### src/rtl/seq_comp_pkg.sv
// ============================================================================
// Module   : seq_comp_pkg
// Purpose  : Shared types and result encodings for the sequential comparator.
// Revision : 1.0 - initial release
// ============================================================================
`default_nettype none

package seq_comp_pkg;

    // Controller states
    typedef enum logic [1:0] {
        IDLE = 2'd0,
        RUN  = 2'd1,
        DONE = 2'd2
    } state_t;

    // One-hot {L,E,G} result encodings, identical to the combinational cascade
    localparam logic [2:0] RES_LT   = 3'b100;
    localparam logic [2:0] RES_EQ   = 3'b010;
    localparam logic [2:0] RES_GT   = 3'b001;
    localparam logic [2:0] RES_NONE = 3'b000;

    // Anything that is not a legal one-hot result collapses to RES_NONE,
    // mirroring the default case of the combinational comparator.
    function automatic logic [2:0] res_filter(input logic [2:0] res);
        case (res)
            RES_LT, RES_EQ, RES_GT: res_filter = res;
            default:                res_filter = RES_NONE;
        endcase
    endfunction

endpackage

`default_nettype wire

### src/rtl/seq_comp_slice_cmp.sv
// ============================================================================
// Module   : slice_cmp
// Purpose  : Combinational unsigned compare of one N-bit operand slice.
// Revision : 1.0 - initial release
// ============================================================================
`default_nettype none

module slice_cmp #(
    parameter int N = 4
) (
    input  logic [N-1:0] a,
    input  logic [N-1:0] b,
    output logic         lt,
    output logic         gt
);

    // Equality is implied when neither lt nor gt is set
    assign lt = (a < b);
    assign gt = (a > b);

endmodule

`default_nettype wire

### src/rtl/seq_comp.sv
// ============================================================================
// Module   : seq_comp
// Purpose  : Multi-cycle magnitude comparator, one N-bit slice per clock,
//            carrying a one-hot {L,E,G} result with start/busy/done handshake.
//            Optional macro SEQ_COMP_EARLY_EXIT_EN: process slices MSB-first
//            and finish on the first unequal slice.
// Revision : 1.0 - initial release
// ============================================================================
`default_nettype none

module seq_comp
    import seq_comp_pkg::*;
#(
    parameter int N      = 4,
    parameter int SLICES = 4
) (
    input  logic                clk,
    input  logic                rst,
    input  logic                start,
    input  logic [N*SLICES-1:0] ain,
    input  logic [N*SLICES-1:0] bin,
    input  logic                aL,
    input  logic                aE,
    input  logic                aG,
    output logic                busy,
    output logic                done,
    output logic                f1,
    output logic                f2,
    output logic                f3
);

    localparam int W    = N * SLICES;
    localparam int IDXW = (SLICES > 1) ? $clog2(SLICES) : 1;
    localparam logic [IDXW-1:0] c_last_idx = IDXW'(SLICES - 1);

`ifdef SEQ_COMP_EARLY_EXIT_EN
    localparam logic [IDXW-1:0] c_first_idx = c_last_idx;
`else
    localparam logic [IDXW-1:0] c_first_idx = '0;
`endif

    state_t          r_state;
    logic [IDXW-1:0] r_idx;
    logic [W-1:0]    r_a;
    logic [W-1:0]    r_b;
    logic [2:0]      r_res;
    logic [2:0]      r_f;
    logic            r_busy;
    logic            r_done;

    logic [N-1:0]    w_a_slice;
    logic [N-1:0]    w_b_slice;
    logic            w_lt;
    logic            w_gt;
    logic [2:0]      w_next_res;
    logic            w_last;
    logic [IDXW-1:0] w_next_idx;

    // Select the slice addressed by the current index
    always_comb begin
        w_a_slice = '0;
        w_b_slice = '0;
        for (int i = 0; i < SLICES; i++) begin
            if (r_idx == IDXW'(i)) begin
                w_a_slice = r_a[i*N +: N];
                w_b_slice = r_b[i*N +: N];
            end
        end
    end

    slice_cmp #(
        .N (N)
    ) u_slice_cmp (
        .a  (w_a_slice),
        .b  (w_b_slice),
        .lt (w_lt),
        .gt (w_gt)
    );

    // Unequal slice overwrites the running result; equal slice keeps it
    assign w_next_res = w_lt ? RES_LT : (w_gt ? RES_GT : r_res);

`ifdef SEQ_COMP_EARLY_EXIT_EN
    // MSB-first: the first unequal slice decides, lower slices are irrelevant
    assign w_last     = (r_idx == '0) || w_lt || w_gt;
    assign w_next_idx = r_idx - 1'b1;
`else
    // LSB-first: higher slices overwrite, so all slices must be visited
    assign w_last     = (r_idx == c_last_idx);
    assign w_next_idx = r_idx + 1'b1;
`endif

    // Controller: handshake, operand capture, slice stepping and result latch
    always_ff @(posedge clk or posedge rst) begin
        if (rst) begin
            r_state <= IDLE;
            r_idx   <= '0;
            r_a     <= '0;
            r_b     <= '0;
            r_res   <= RES_NONE;
            r_f     <= RES_NONE;
            r_busy  <= 1'b0;
            r_done  <= 1'b0;
        end else begin
            case (r_state)
                IDLE, DONE: begin
                    r_done <= 1'b0;
                    if (start) begin
                        r_a     <= ain;
                        r_b     <= bin;
                        r_res   <= {aL, aE, aG};
                        r_idx   <= c_first_idx;
                        r_busy  <= 1'b1;
                        r_state <= RUN;
                    end else begin
                        r_state <= IDLE;
                    end
                end
                RUN: begin
                    r_res <= w_next_res;
                    if (w_last) begin
                        r_f     <= res_filter(w_next_res);
                        r_busy  <= 1'b0;
                        r_done  <= 1'b1;
                        r_state <= DONE;
                    end else begin
                        r_idx <= w_next_idx;
                    end
                end
                default: begin
                    r_busy  <= 1'b0;
                    r_done  <= 1'b0;
                    r_state <= IDLE;
                end
            endcase
        end
    end

    assign busy         = r_busy;
    assign done         = r_done;
    assign {f1, f2, f3} = r_f;

endmodule

`default_nettype wire

### config.mk
export PLATFORM = sky130hd
export DESIGN_NAME = seq_comp
export DESIGN_NICKNAME = d
export VERILOG_FILES = /design/src/rtl/seq_comp_pkg.sv /design/src/rtl/seq_comp_slice_cmp.sv /design/src/rtl/seq_comp.sv
export SDC_FILE = /design/constraint.sdc
export NUM_CORES = 1
export LEC_CHECK = 0
export CORE_MARGIN = 5
export CORE_UTILIZATION = 46
export DETAILED_ROUTE_END_ITERATION = 16
export PLACE_DENSITY = 0.73
export SLEW_MARGIN = 40
export SYNTH_ARGS = -nofsm -noshare
export SYNTH_HDL_FRONTEND = slang
export SYNTH_SLANG_ARGS = --single-unit
export TNS_END_PERCENT = 1
### constraint.sdc
create_clock -name clk -period 4.3 [get_ports clk]
set_input_delay 1.29 -clock clk [delete_from_list [all_inputs] [get_ports clk]]
set_output_delay 1.29 -clock clk [all_outputs]
set_load 0.03 [all_outputs]
==> results_dict.tcl, run 1 <==
set metrics [dict create \
    hpwl_mm 3.08 \
    clock_path_buffers 2 \
    cts_sinks 43 \
    skew_ns 0.00773 \
    rsz0062_at_grt "no" \
    syn_to_final_growth_pct 26.0 \
    setup_ws_ns 1.44 \
    placed_cells 331 \
    syn_inst 248 \
    cp_data_required_time_ns 4.49 \
    post_cts_resized 0 \
    num_vias 1705 \
    grt_pass1_vias 1599 \
    dp_slack_ns 1.25 \
    path_clk_slew_ns 0.08 \
    ys_seq_area_share_pct 51.8 \
    p_leak_uw 0.00127 \
    die_y_um 77.2 \
    syn_area_sq_um 2080 \
    h-tree-depth 2 \
    final_antenna_net_count 0 \
    syn_area_per_cell_sq_um 8.38 \
    coreArea_sq_um 4350 \
    hold_class "flip-flop to flip-flop" \
    worst-path-max-fanout 14 \
    final_cell_area_sq_um 2620 \
    fillCellCount 395 \
    grt_usage_pct 15.5 \
    synth_top_cell_area_share_pct 51.8 \
    clkLatencyLatePin_ns 0.29 \
    crit_path_end_kind "flip-flop" \
    hold_buffers 0 \
    synth.most_common_cell "nand2_1" \
    dpl_cell_area_sq_um 2520 \
    synthFlopType "dfrtp_1" \
    setup_violations 0 \
    slew_viol_final 0 \
    port_buffers 42 \
    total_power_uw 1970 \
    n_antenna_cell 0 \
    multiInputGateArea_sq_um 902 \
    outcome "complete, no violations" \
    gr-usage-met3_pct 5.27 \
    antenna_found_initial 0 \
    ys_ff_latch 43 \
    tritoncts "yes" \
    finalHoldViolCount 0 \
    cts_root_buf "clkbuf_8" \
    irDropWorstVdd_uv 303 \
    power_density_nw_per_um2 754 \
    synthTopCellsByCount "nand2_1, dfrtp_1, o21ai_0" \
    cap_violations 0 \
    dieArea_sq_um 5960 \
    timing.fmax_ghz 0.350 \
    relSlewSlack_pct 56.3 \
    regArea_sq_um 1080 \
    gr-usage-met2_pct 23.6 \
    start_util_pct 47.7 \
    cts_setup_buffers 0 \
    boundaryPins 43 \
    synth_edf_count 0 \
    place_congestion 0.754 \
    die_x_um 77.2 \
    crit_arrival_ns 3.05 \
    worst_slew_pin_slew_ns 0.655 \
    setup.worst_path.class "flip-flop to flip-flop" \
    grt_max_degree 44 \
    yosys.cell_types.count 28 \
    grt_first_pass_wirelength_mm 7.40 \
    cts_made_buffers 5 \
    period_share_pct 66.5 \
    routed_wl_mm 4.40 \
    grtUsageMet1_pct 20.6 \
    synth_nets 294 \
    synthArstFlopShare_pct 100 \
    wl_per_cell_um 13.0 \
    first_pass_iters 4 \
    drc 0 \
    cp-start-kind "flip-flop" \
    rows 24 \
    via_per_inst 5.04 \
    netlist_top_cells_area "dfrtp_1, nand2_1, o21ai_0" \
    ys_warn_count 0 \
    drt-initial-drc-count 100 \
    setup-tns-final_ns 0 \
    nNetsFinal 332 \
    grt_overflow 0 \
    period_needed_ns 2.86 \
    fin_cells 338 \
    drive_above_1_share_pct 4.20 \
    yosys.area.top_type "dfrtp_1" \
    top_usage_layer "met2" \
]
==> layout make-up <==
cell class	instances	share of cell area, %
well taps	52	2.48
multi-input cells	182	34.4
flip-flops and latches	43	41.1
clock inverters	1	1.15
clock buffers	6	2.77
inverters	10	1.43
repair buffers	44	16.6
==> cell usage in the layout (no fill, tap or decap), types with 2 or more instances in the layout <==
master,instances
nand2_1,110
dfrtp_1,43
clkdlybuf4s50_1,42
o21ai_0,21
a21oi_1,12
inv_1,9
ha_1,8
clkbuf_8,5
nor2_1,4
a22oi_1,4
nand3_1,3
a221o_1,3
nand4_1,2
o31ai_1,2
buf_4,2
==> path summary, 6_finish.rpt <==
kind | start | to | slack (ns) | cells past startpoint
min in group asynchronous | rst | done$_DFFE_PP0P_ | 1.44 | 3
setup reg to reg | r_idx[1]$_DFFE_PP0P_ | r_res[2]$_DFFE_PP0P_ | 1.44 | 11
hold / removal | r_f[0]$_DFFE_PP0P_ | r_f[0]$_DFFE_PP0P_ | 0.48 | 2
hold reg to reg | r_f[0]$_DFFE_PP0P_ | r_f[0]$_DFFE_PP0P_ | 0.48 | 2
max in group asynchronous | rst | r_state[0]$_DFFE_PP0P_ | 2.49 | 3
setup / recovery | r_idx[1]$_DFFE_PP0P_ | r_res[2]$_DFFE_PP0P_ | 1.44 | 11
==> metal layers <==
metal	wire length, um	vias up
met2	1970	50
met5	0	-
met4	55	0
met1	2080	771
li1	-	879
met3	292	5
==> registers in the layout (all words and copies together) (netlist names) <==
signal	flops
done	1
r_a	16
r_f	3
busy	1
r_res	3
r_state	1
r_idx	2
r_b	16
==> cell families after synthesis <==
family / synth area share, %
AOI/OAI and AO/OA: 13.5
adders and majority gates: 4.82
buffers and inverters: 4.94
DFF: 51.8
and+or+nand+nor: 24.9
==> worst max-delay path, cell delays in order (launching register included) <==
cell	delay [ns]
dfrtp_1	0.42
inv_1	0.09
ha_1	0.43
nor2b_1	0.14
a221o_1	0.33
o21ai_0	0.08
o21ai_0	0.13
ha_1	0.37
and4_4	0.20
and3_1	0.17
a221o_1	0.25
a21o_1	0.15
==> through the flow <==
step / hold WS, ns / utilization (%)
global route: 0.504 / 60.1
global placement: 0.459 / 57.7
floorplan: 0.440 / -
CTS: 0.483 / 60.1
detailed placement: 0.457 / 57.8
finish: 0.476 / 60.1
==> power by group <==
part,leakage [uW],total (uW),switching [uW],internal (uW)
Sequential,0.000530,711,115,596
Combinational,0.000688,962,562,401
Clock,0.0000513,301,131,170
Total,0.00127,1970,807,1170
(Power assumes the default switching activity.)
==> run 2: changes to the inputs <==
==> constraint.sdc (replaced) <==
create_clock -name clk -period 3 [get_ports clk]
set_input_delay 0.9 -clock clk [delete_from_list [all_inputs] [get_ports clk]]
set_output_delay 0.9 -clock clk [all_outputs]
set_load 0.03 [all_outputs]
==> results_dict.tcl, run 2 (same netlist as run 1, synthesis figures left out) <==
set metrics [dict create \
    outcome "complete, no violations" \
    regArea_sq_um 1080 \
    cts_root_buf "clkbuf_8" \
    nNetsFinal 334 \
    grt_first_pass_wirelength_mm 7.40 \
    grt_max_degree 44 \
    drive_above_1_share_pct 5.19 \
    die_y_um 77.2 \
    cts_sinks 43 \
    power.switching_uw 1120 \
    timing.fmax_ghz 0.374 \
    setup.worst_path.class "flip-flop to flip-flop" \
    n_antenna_cell 0 \
    irDropWorstVdd_uv 486 \
    port_buffers 42 \
    clock_path_buffers 2 \
    crit_path_end_kind "flip-flop" \
    drc 0 \
    rsz0062_at_grt "no" \
    relSlewSlack_pct 49.7 \
    grt_usage_pct 15.1 \
    coreArea_sq_um 4350 \
    fillCellCount 401 \
    num_vias 1693 \
    grt_pass1_vias 1617 \
    final_antenna_net_count 0 \
    period_share_pct 89.0 \
    boundaryPins 43 \
    clkPwrFrac_pct 14.2 \
    slew_viol_final 0 \
    tritoncts "yes" \
    cp_data_required_time_ns 3.19 \
    h-tree-depth 2 \
    swShare_pct 40.5 \
    worst-path-max-fanout 6 \
    cap_violations 0 \
    cts_made_buffers 5 \
    hold_ws_ns 0.481 \
    dieArea_sq_um 5960 \
    setup_violations 0 \
    final_cell_area_sq_um 2630 \
    finalHoldViolCount 0 \
    multiInputGateArea_sq_um 902 \
    first_pass_iters 4 \
    syn_to_final_growth_pct 26.6 \
    final_cell_mix "nand2_1, dfrtp_1, clkdlybuf4s50_1, o21ai_0, a21oi_1" \
    rows 24 \
    via_per_inst 4.96 \
    clkLatencyLatePin_ns 0.29 \
    drt-initial-drc-count 110 \
    layout_commonest_cell "nand2_1" \
    hpwl_mm 3.15 \
    antenna_found_initial 0 \
    hold_class "flip-flop to flip-flop" \
    period_needed_ns 2.67 \
    die_x_um 77.2 \
    routed_wl_mm 4.20 \
    pwr-share-seq_pct 37.6 \
    cp-start-kind "flip-flop" \
    dpl_cell_area_sq_um 2530 \
    place_congestion 0.881 \
    worst_slew_pin_slew_ns 0.754 \
    setup-tns-final_ns 0 \
    skew_ns 0.00491 \
    p_int_uw 1650 \
    path_clk_slew_ns 0.08 \
    crit_arrival_ns 2.86 \
    top_regs "r_a (16), r_b (16)" \
    power_density_nw_per_um2 1050 \
    grt_overflow 0 \
    p_comb_share_pct 48.3 \
    wl_per_cell_um 12.3 \
    p_leak_uw 0.00128 \
    start_util_pct 47.7 \
]
## run 2: cell count changes in the layout (fill, tap and decap cells not counted), sizes merged
cell	before	now
clkbuf	6	8
bufinv	1	0
buf	2	4
## run 2: path summary, 6_finish.rpt
check / start / end / slack [ns] / cells after the start
min reg2reg: r_f[1]$_DFFE_PP0P_ / r_f[1]$_DFFE_PP0P_ / 0.48 / 2
max in group asynchronous: rst / r_b[10]$_DFFE_PP0P_ / 1.59 / 3
min in group asynchronous: rst / r_f[2]$_DFFE_PP0P_ / 1.03 / 3
min: r_f[1]$_DFFE_PP0P_ / r_f[1]$_DFFE_PP0P_ / 0.48 / 2
max reg2reg: r_idx[0]$_DFFE_PP0P_ / r_res[2]$_DFFE_PP0P_ / 0.33 / 11
max: r_idx[0]$_DFFE_PP0P_ / r_res[2]$_DFFE_PP0P_ / 0.33 / 11
## run 2: power groups by stage
stage / logic (uW) / registers [uW] / clock network [uW]
after floorplan: 1020 / 1030 / 0
after global placement: 1310 / 1040 / 0
after detailed placement: 1350 / 1050 / 0
after CTS: 1350 / 1040 / 406
after global routing: 1550 / 1080 / 426
final: 1340 / 1040 / 392
## run 2: final cells by class
type | instances | area share (%)
flip-flops and latches | 43 | 40.9
multi-input cells | 182 | 34.3
repair buffers | 46 | 17.1
clock buffers | 8 | 3.80
well taps | 52 | 2.47
inverters | 10 | 1.43
## run 2: routing by layer
layer  track usage [%]  vias to the layer above  wire length, um
met5                 0                        -                0
met4              4.64                        0               27
met3              4.92                        2              231
met2              23.3                       33             1890
met1              20.2                      768             2050
li1                  -                      890                -
## run 2: per-stage QoR
stage                     setup slack (ns)  total power [uW]  util [%]  cells
after global placement               0.336              2360      58.1    333
after CTS                            0.233              2800      60.4    341
after detailed placement             0.246              2390      58.1    333
after floorplan                      0.533              2050         -    248
after global routing                 0.138              3060      60.4    341
final                                0.329              2770      60.4    341
## run 2: critical path: stages, from the launching register on
cell and delay (ns):
dfrtp_1 0.42, inv_1 0.08, ha_1 0.27, nor2b_1 0.18
a221o_1 0.32, o21ai_0 0.06, o21ai_0 0.11, ha_1 0.37
and4_4 0.19, and3_1 0.17, a221o_1 0.25, a21o_1 0.15
## run 2: what timing repair did
| item | 4_1_cts | 5_1_grt |
|---|---|---|
| setup buffers | 0 | 0 |
| hold buffers | 0 | 0 |
| setup endpoints to repair | 0 | 1 |
| resized for setup | 0 | 1 |
